[src/rtl/alu_iter_mdu.sv]
// alu_iter_mdu: registered execute-stage ALU with iterative RV32M-style multiply/divide.
//
// Basic ops (add/sub/logic/shift/slt/sltu) and the divide special cases finish in
// one edge. mul/mulh/mulhsu/mulhu use a shift-add loop. div/divu/rem/remu use a
// restoring divider. Both loops retire one bit per edge for WIDTH edges.
//
// Ports
//   clk, reset       rising-edge clock, asynchronous active-high reset
//   start            request, sampled only when idle
//   flush            abort the current operation, no done, outputs held
//   a, b, alu_op     operands and op select, latched when the request is accepted
//   busy             an iterative operation is in flight
//   done             one-cycle pulse, result/zero/cout are valid
//   result           registered result, held until the next done
//   zero             result == 0
//   cout             carry-out of a + ~b + 1 on the latched operands
//
// WIDTH must be even and >= 8.
module alu_iter_mdu #(
   parameter int WIDTH = 32,
   parameter int CNT_W = $clog2(WIDTH) + 1
) (
   input  logic             clk,
   input  logic             reset,
   input  logic             start,
   input  logic             flush,
   input  logic [WIDTH-1:0] a,
   input  logic [WIDTH-1:0] b,
   input  logic [4:0]       alu_op,
   output logic             busy,
   output logic             done,
   output logic [WIDTH-1:0] result,
   output logic             zero,
   output logic             cout
);

   localparam int SH_W = $clog2(WIDTH);
   localparam logic [WIDTH-1:0] MIN_NEG = {1'b1, {(WIDTH-1){1'b0}}};

   typedef enum logic [1:0] {IDLE, MUL, DIV} state_t;

   state_t             state_q, state_d;
   logic [CNT_W-1:0]   cnt_q, cnt_d;
   // MUL: {partial product high half, remaining multiplier bits}
   // DIV: {partial remainder, dividend bits shifting out / quotient bits shifting in}
   logic [2*WIDTH-1:0] acc_q, acc_d;
   logic [WIDTH-1:0]   opnd_q, opnd_d;   // |multiplicand| or |divisor|
   logic [4:0]         op_q, op_d;
   logic               neg_q, neg_d;     // sign of product / quotient
   logic               aneg_q, aneg_d;   // sign of remainder (follows dividend)
   logic [WIDTH-1:0]   a_q, a_d, b_q, b_d;
   logic [WIDTH-1:0]   result_d;
   logic               zero_d, cout_d, done_d;

   // Result-write request from the next-state logic
   logic               wr;
   logic [WIDTH-1:0]   wr_val, wr_a, wr_b;

   function automatic logic [WIDTH-1:0] basic_res(input logic [4:0] op,
                                                  input logic [WIDTH-1:0] x,
                                                  input logic [WIDTH-1:0] y);
      logic [SH_W-1:0] sh;
      sh = y[SH_W-1:0];
      case (op)
         5'd0:    return x + y;
         5'd1:    return x - y;
         5'd2:    return x & y;
         5'd3:    return x | y;
         5'd4:    return x << sh;
         5'd5:    return {{(WIDTH-1){1'b0}}, ($signed(x) < $signed(y))};
         5'd6:    return x ^ y;
         5'd7:    return x >> sh;
         5'd8:    return $signed(x) >>> sh;
         5'd9:    return {{(WIDTH-1){1'b0}}, (x < y)};
         default: return '0;
      endcase
   endfunction

   function automatic logic [WIDTH-1:0] mag(input logic [WIDTH-1:0] x, input logic s);
      return s ? (~x + 1'b1) : x;
   endfunction

   // ---------------- shift-add multiply step ----------------
   logic [WIDTH:0]     mul_sum;
   logic [2*WIDTH-1:0] mul_next, prod_fin;

   always_comb begin
      mul_sum  = {1'b0, acc_q[2*WIDTH-1:WIDTH]} + (acc_q[0] ? {1'b0, opnd_q} : '0);
      mul_next = {mul_sum, acc_q[WIDTH-1:1]};
      prod_fin = neg_q ? (~mul_next + 1'b1) : mul_next;
   end

   // ---------------- restoring divide step ----------------
   logic [WIDTH:0]     dv_t;
   logic               dv_ge;
   logic [WIDTH-1:0]   dv_sub, quo_fin, rem_fin;
   logic [2*WIDTH-1:0] dv_next;

   always_comb begin
      dv_t    = {acc_q[2*WIDTH-1:WIDTH], acc_q[WIDTH-1]};
      dv_ge   = (dv_t >= {1'b0, opnd_q});
      // t - d always fits WIDTH bits when t >= d because the remainder stays below d
      dv_sub  = dv_t[WIDTH-1:0] - opnd_q;
      dv_next = dv_ge ? {dv_sub, acc_q[WIDTH-2:0], 1'b1}
                      : {dv_t[WIDTH-1:0], acc_q[WIDTH-2:0], 1'b0};
      quo_fin = neg_q  ? (~dv_next[WIDTH-1:0] + 1'b1)       : dv_next[WIDTH-1:0];
      rem_fin = aneg_q ? (~dv_next[2*WIDTH-1:WIDTH] + 1'b1) : dv_next[2*WIDTH-1:WIDTH];
   end

   // ---------------- next-state / datapath control ----------------
   logic is_mul, is_div, sgn_div, a_s, b_s;

   always_comb begin
      state_d  = state_q;
      cnt_d    = cnt_q;
      acc_d    = acc_q;
      opnd_d   = opnd_q;
      op_d     = op_q;
      neg_d    = neg_q;
      aneg_d   = aneg_q;
      a_d      = a_q;
      b_d      = b_q;
      wr       = 1'b0;
      wr_val   = '0;
      wr_a     = a_q;
      wr_b     = b_q;
      is_mul   = (alu_op >= 5'd10) && (alu_op <= 5'd13);
      is_div   = (alu_op >= 5'd14) && (alu_op <= 5'd17);
      sgn_div  = (alu_op == 5'd14) || (alu_op == 5'd16);
      a_s      = 1'b0;
      b_s      = 1'b0;

      if (flush) begin
         state_d = IDLE;
      end else begin
         case (state_q)
            IDLE: if (start) begin
               a_d  = a;
               b_d  = b;
               op_d = alu_op;
               wr_a = a;
               wr_b = b;
               if (is_mul) begin
                  // mul (low half) is sign-agnostic, so it runs unsigned
                  a_s     = ((alu_op == 5'd11) || (alu_op == 5'd12)) && a[WIDTH-1];
                  b_s     = (alu_op == 5'd11) && b[WIDTH-1];
                  acc_d   = {{WIDTH{1'b0}}, mag(b, b_s)};
                  opnd_d  = mag(a, a_s);
                  neg_d   = a_s ^ b_s;
                  cnt_d   = '0;
                  state_d = MUL;
               end else if (is_div) begin
                  if (b == '0) begin
                     wr     = 1'b1;
                     wr_val = (alu_op <= 5'd15) ? '1 : a;
                  end else if (sgn_div && (a == MIN_NEG) && (b == '1)) begin
                     wr     = 1'b1;
                     wr_val = (alu_op == 5'd14) ? a : '0;
                  end else begin
                     a_s     = sgn_div && a[WIDTH-1];
                     b_s     = sgn_div && b[WIDTH-1];
                     acc_d   = {{WIDTH{1'b0}}, mag(a, a_s)};
                     opnd_d  = mag(b, b_s);
                     neg_d   = a_s ^ b_s;
                     aneg_d  = a_s;
                     cnt_d   = '0;
                     state_d = DIV;
                  end
               end else begin
                  wr     = 1'b1;
                  wr_val = basic_res(alu_op, a, b);
               end
            end
            MUL: begin
               acc_d = mul_next;
               cnt_d = cnt_q + CNT_W'(1);
               // last iteration retires straight into the result register
               if (cnt_q == CNT_W'(WIDTH-1)) begin
                  wr      = 1'b1;
                  wr_val  = (op_q == 5'd10) ? prod_fin[WIDTH-1:0] : prod_fin[2*WIDTH-1:WIDTH];
                  state_d = IDLE;
               end
            end
            DIV: begin
               acc_d = dv_next;
               cnt_d = cnt_q + CNT_W'(1);
               if (cnt_q == CNT_W'(WIDTH-1)) begin
                  wr      = 1'b1;
                  wr_val  = (op_q <= 5'd15) ? quo_fin : rem_fin;
                  state_d = IDLE;
               end
            end
            default: state_d = IDLE;
         endcase
      end

      result_d = result;
      zero_d   = zero;
      cout_d   = cout;
      done_d   = wr;
      if (wr) begin
         result_d = wr_val;
         zero_d   = (wr_val == '0);
         // carry-out of a + ~b + 1 is exactly "a >= b" unsigned
         cout_d   = (wr_a >= wr_b);
      end
   end

   always_ff @(posedge clk or posedge reset) begin
      if (reset) begin
         state_q <= IDLE;
         cnt_q   <= '0;
         acc_q   <= '0;
         opnd_q  <= '0;
         op_q    <= '0;
         neg_q   <= 1'b0;
         aneg_q  <= 1'b0;
         a_q     <= '0;
         b_q     <= '0;
         result  <= '0;
         zero    <= 1'b1;
         cout    <= 1'b0;
         done    <= 1'b0;
      end else begin
         state_q <= state_d;
         cnt_q   <= cnt_d;
         acc_q   <= acc_d;
         opnd_q  <= opnd_d;
         op_q    <= op_d;
         neg_q   <= neg_d;
         aneg_q  <= aneg_d;
         a_q     <= a_d;
         b_q     <= b_d;
         result  <= result_d;
         zero    <= zero_d;
         cout    <= cout_d;
         done    <= done_d;
      end
   end

   assign busy = (state_q != IDLE);

endmodule

[config.mk]
export PLATFORM = sky130hd
export DESIGN_NAME = alu_iter_mdu
export DESIGN_NICKNAME = d
export VERILOG_FILES = /design/src/rtl/alu_iter_mdu.sv
export SDC_FILE = /design/constraint.sdc
export NUM_CORES = 2
export LEC_CHECK = 0
export BUFFER_PORTS_ARGS = -buffer_cell sky130_fd_sc_hd__buf_2
export CAP_MARGIN = 20
export CORE_AREA = 2 2 251 253
export DETAILED_ROUTE_END_ITERATION = 7
export DIE_AREA = 0 0 253 255
export PLACE_DENSITY = 0.73
export SLEW_MARGIN = 10
export SYNTH_ARGS = -nofsm -noshare
export SYNTH_HDL_FRONTEND = slang
export SYNTH_SLANG_ARGS = --single-unit
[constraint.sdc]
create_clock -name clk -period 7.3 [get_ports clk]
set_input_delay 0.73 -clock clk [delete_from_list [all_inputs] [get_ports clk]]
set_output_delay 0.73 -clock clk [all_outputs]
set_load 0.02 [all_outputs]
After elaboration in Yosys (flattened, before gate mapping)

Cells that the tools add are included.

Bits in registers: 210
Output and inout port bits: 36
Word-level logic and storage cells: 170

$add $sub $neg: 10
Order comparisons: 10
Eq/ne operators: 30
Shift-type cells: 3
Muxes and demuxes: 65
Bitwise gates (word level): 14
Reductions and logical operators: 25

Operators by type and width:

| operator                | number |
|---|---|
| $mux W32                | 29 |
| $mux W64                | 7 |
| $pmux W32 S10           | 1 |
| $pmux W64 S3            | 1 |
| $add A32 B1 Y32 const B | 4 |
| $not A32 Y32            | 4 |
| $pmux W32 S3            | 1 |
| $add A64 B1 Y64 const B | 1 |
| $eq A32 B32 Y1 const B  | 2 |
| $logic_not A32 Y1       | 2 |
| $lt A32 B32 Y1          | 2 |
| $not A64 Y64            | 1 |
| $sub A32 B32 Y32        | 2 |
| $add A32 B32 Y33        | 1 |
| $ge A33 B32 Y1          | 1 |
| $add A32 B32 Y32        | 1 |
| $and A32 B32 Y32        | 1 |
| $ge A32 B32 Y1          | 1 |
| $or A32 B32 Y32         | 1 |
| $shl A32 B5 Y32         | 1 |
| $shr A32 B5 Y32         | 1 |
| $sshr A32 B5 Y32        | 1 |
| $xor A32 B32 Y32        | 1 |
| $eq A5 B4 Y1 const B    | 6 |
| 34 further kinds        | 84 |

Depth between registers and ports, before layout

Depth in word-level cells: 12
Gate-level depth with buffers: 28

Least setup slack after synthesis

No wires, ideal clock.

Path kind: flip-flop to flip-flop
Start point: register acc_q[41]
End point: register zero
Arrival: 6,515 ps
Slack: 687 ps
Cell stages (with the launch flop): 26
Path buffers: 5
Period minus slack after synthesis: 6,613 ps
Path through: dfrtp_1 ha_1 clkbuf_1 nand4_1 nor3_1 a41oi_1 o21ba_2 nand2_1 buf_1 clkbuf_1 buf_1 clkbuf_1 nand2_1 o21ai_0 ha_1 nand3_1 mux2_2 or4_1 o41a_1 nor3_1 nand2_1 o31a_1 xnor2_1 o21ai_0 or4_4 o41ai_2

Longest elaborated chain between the ends: 10

Ends and longest elaborated chain:

| item                                                      | line     | text |
|---|---|---|
| start: declaration                                        | 46       | `logic [2*WIDTH-1:0] acc_q, acc_d;` |
| start signal: assignment                                  | 213      | `acc_q <= '0;` |
| start signal: assignment                                  | 227      | `acc_q <= acc_d;` |
| $sub A32 B32 Y32 / $ge A33 B32 Y1 (equally long branches) | 103, 101 |  |
| $mux W64                                                  | 104      | `dv_next = dv_ge ? {dv_sub, acc_q[WIDTH-2:0], 1'b1}` |
| $not A32 Y32, on equally long branches                    | 107, 106 |  |
| $add A32 B1 Y32, on equally long branches                 | 107, 106 |  |
| $mux W32, on equally long branches                        | 107, 106 |  |
| $mux W32                                                  | 189      | `wr_val = (op_q <= 5'd15) ? quo_fin : rem_fin;` |
| $mux W32                                                  | 187      | `if (cnt_q == CNT_W'(WIDTH-1)) begin` |
| $pmux W32 S3 *                                            | 136      | `case (state_q)` |
| $mux W32 *                                                | 133      | `if (flush) begin` |
| $logic_not A32 Y1 *                                       | 203      | `zero_d = (wr_val == '0);` |
| end signal: assignment                                    | 235      | `zero <= zero_d;` |
| end: declaration                                          | 33       | `output logic zero,` |

Mark *: on every way between the ends. The rest lies on a longest branch, timed or not.
A chain may end at the register's enable or synchronous reset.

Final worst setup path

Same ends and word-level chain as after synthesis.

==> flow_metrics.py <==
metrics = {
    "sta": {
        "setup_viol": 0,
        "timing.slew.headroom": 0.2162,
        "fin_ws_ns": 0.5430,
        "tightestPinTransition_ns": 1.167,
        "fin_crit_ns": 6.757,
        "finalSetupTns_ns": 0,
        "fin_skew_ns": 0.03689,
        "fmax_mhz": 148.0,
        "timing.final.crit_share": 0.9256,
        "drv_slew": 0,
        "grt_setup_unrepaired": "no",
        "hold_viol_final": 0,
    },
    "clocking": {
        "clk_latency_ns": 0.60,
        "numCtsBuffers": 29,
        "cts_tree": "done",
        "cts_setup_buffers": 0,
        "cts.htree.levels": 1,
        "clk_pin_slew_ns": 0.07,
        "cts.sinks": 210,
        "ctsResizeCount": 0,
        "cts-root-buf": "clkbuf_16",
        "ctsHoldBuffers": 0,
        "cts_max_path_buffers": 3,
    },
    "status": {
        "outcome": "finished clean",
    },
    "floorplanning": {
        "start_util": 0.5029,
        "die_h_um": 255,
        "boundaryPins": 109,
        "die_w_um": 253,
        "fp-row-count": 92,
        "die_area_mm2": 0.06452,
        "core_area_mm2": 0.06216,
    },
    "worst_hold_path": {
        "worstHoldPathType": "input port to asynchronous set/reset pin",
    },
    "global_routing": {
        "grt_pass1_wl_um": 213200,
        "grt_max_degree": 132,
        "gr-total-overflow": 0,
        "grt_pass1_vias": 32900,
        "grt_usage": 0.4367,
        "antenna_found_initial": 2,
    },
    "yosys": {
        "synthArstFlopShare": 1.000,
        "syn-num-nets": 4691,
        "synth_xor_xnor_area_share": 0.06753,
        "yosysUniqueCellTypes": 102,
        "synth_flop_cell": "dfrtp_1",
        "ys_seq_area_frac": 0.1682,
        "synthDominantCellAreaShare": 0.1673,
        "ys_seq_elements": 210,
        "synth_top_family_by_area": "compound AO/OA/AOI/OAI gates",
        "synth_area_mm2": 0.03126,
        "synth_most_common_cell": "nand2_1",
        "ys_top_cells_by_count": "nand2_1 (579), o21ai_0 (400), nor2_1 (378)",
        "synth-edff-count": 0,
        "syn_avg_cell_area_um2": 7.088,
        "yosys.area_share.simple": 0.2426,
        "postSynthCellCount": 4410,
        "synth_top_area_cell": "dfrtp_1",
        "ys_warn_count": 0,
        "synthAdderAreaFrac": 0.08422,
        "synth.area.top_cells": "dfrtp_1 (17%), ha_1 (8.2%), nand2_1 (7.0%)",
        "synth.mux.area_fraction": 0.06737,
        "synth_compound_area_frac": 0.3048,
    },
    "cells_and_area": {
        "finalNonFillerCells": 5121,
        "num_antenna_cells": 0,
        "final_area_mm2": 0.03338,
        "syn2layout_area_growth_pct": 6.789,
        "drive_gt1_frac": 0.09833,
        "layout.nets": 4582,
    },
    "pwr": {
        "pwr-share-clk": 0.193,
        "static-leakage-power_nw": 14.18,
        "powerDensity_mw_per_mm2": 236.1,
        "internal-power_w": 0.003967,
        "power_switching_w": 0.003916,
        "vdd_drop_max_v": 0.0002275,
        "switching_share": 0.4968,
        "pwr-share-comb": 0.571,
        "seqPwrFrac": 0.236,
    },
    "detailed_routing": {
        "drtIter0Drc": 4789,
        "wirelength_um": 144600,
        "dr_total_vias": 35950,
        "antenna_left": 0,
        "firstDrtPassIters": 6,
        "routedWlPerCell_um": 28.23,
        "viasPerCell": 7.021,
        "drc_errors": 0,
    },
    "setup_path": {
        "critPathArrivalTime_ns": 7.27,
        "end_kind": "register",
        "r2r_start": "acc_q[41]",
        "startpoint": "acc_q[41]",
        "cp_max_fo": 10,
        "crit_path_start_kind": "register",
        "crit_required_ns": 7.81,
        "critical_path_class": "register to register",
    },
    "place": {
        "dp_slack_ns": 0.7165,
        "gp_congestion": 1.079,
        "io_buffers": 108,
        "hpwl_um": 110000,
        "placed_area_mm2": 0.03234,
        "dp_cells": 5068,
    },
    "flow_run": {
        "drv_cap": 0,
    },
}
[state kept, by name, indices dropped and copies added (netlist names)]
signal	cells
result	32
neg_q	1
a_q	32
zero	1
op_q	5
acc_q	64
cnt_q	6
aneg_q	1
b_q	32
cout	1
done	1
opnd_q	32
state_q	2
[metal layers]
metal / vias up / GRT usage / part of all wire / wire length, um
met5: - / 0 / 0.00011 / 16
met4: 2 / 0.3072 / 0.086 / 12450
met3: 676 / 0.08838 / 0.11 / 16220
met2: 2468 / 0.6700 / 0.42 / 61390
met1: 16870 / 0.5508 / 0.38 / 54500
li1: 15940 / - / - / -
[power groups by stage]
stage | clock network [W] | registers, W | logic (W)
detailed placement | 0 | 0.00187 | 0.00430
CTS | 0.00153 | 0.00185 | 0.00433
global route | 0.00158 | 0.00191 | 0.00485
finish | 0.00152 | 0.00186 | 0.00450
floorplan | 0 | 0.00174 | 0.00311
global placement | 0 | 0.00186 | 0.00429
[worst max-delay path, cell delays in order, from the launching register on]
cell and delay [ns]:
dfrtp_1 0.45, ha_1 0.50, nand4_1 0.20, nor3_1 0.56
a41oi_1 0.23, o21ba_2 0.26, nand2_1 0.34, clkinv_1 0.19
mux2i_1 0.29, ha_1 0.30, nand3_1 0.10, mux2_2 0.32
or4_1 0.60, o41a_1 0.39, nand3b_1 0.28, mux2i_1 0.19
and3_1 0.21, nand4b_1 0.11, or4_1 0.44, nor4_1 0.41
nand2_1 0.12, o41ai_2 0.21
[layout make-up]
class	count	area [um2]
well taps	799	999.7
flip-flops and latches	210	5258
clock buffers	34	784.5
inverters	188	713.2
repair buffers	212	1380
fillers	6147	28780
clock inverters	18	221.5
multi-input cells	3660	24020
[layout by cell type, fill, tap and decap left out, types with 28 or more instances in the layout]
master     synthesis  routed
a211oi_1          63      63
a21o_1            68      68
a21oi_1          286     286
a22oi_1           82      82
a31oi_1           35      35
and2_1            32      32
and3_1            48      48
buf_2              5     107
buf_4              0     100
clkbuf_16          0      29
dfrtp_1          209     208
ha_1             204     201
inv_1            179     178
mux2_2            49      49
mux2i_1           90      90
mux4_2            29      29
nand2_1          579     577
nand2b_1          39      38
nand3_1           96      96
nand4_1           57      57
nor2_1           378     376
nor3_1           112     110
nor4_1            40      40
o211ai_1          56      56
o21a_1            56      56
o21ai_0          400     400
o22ai_1           39      39
o31ai_1           49      49
or2_2             28      28
or3_1             56      56
or4_1             29      29
xnor2_1          181     181
xor2_1            60      60
[logic make-up after synthesis]
group | count (synthesis)
compound gates | 1447
xor+xnor | 241
buf+inv | 540
mux | 168
flops | 210
simple gates | 1596
fa+ha+maj | 208
[per-stage QoR]
stage | total power, W | util | hold slack, ns
final | 0.007882 | 0.5370 | 0.1779
after global routing | 0.008334 | 0.5370 | 0.2530
after CTS | 0.007712 | 0.5364 | 0.2337
after detailed placement | 0.006173 | 0.5202 | 0.4707
after global placement | 0.006146 | 0.5197 | 0.4618
after floorplan | 0.004857 | - | 0.4498
[worst paths after layout]
check | to | depth (start not counted) | slack (ns)
max | zero | 21 | 0.54
max reg2reg | zero | 21 | 0.54
min in group clk | state_q[0] | 2 | 0.40
max in group asynchronous | a_q[14] | 3 | 5.92
min | opnd_q[5] | 2 | 0.18
min reg2reg | opnd_q[26] | 2 | 0.48
Power figures use the tool's default switching activity.
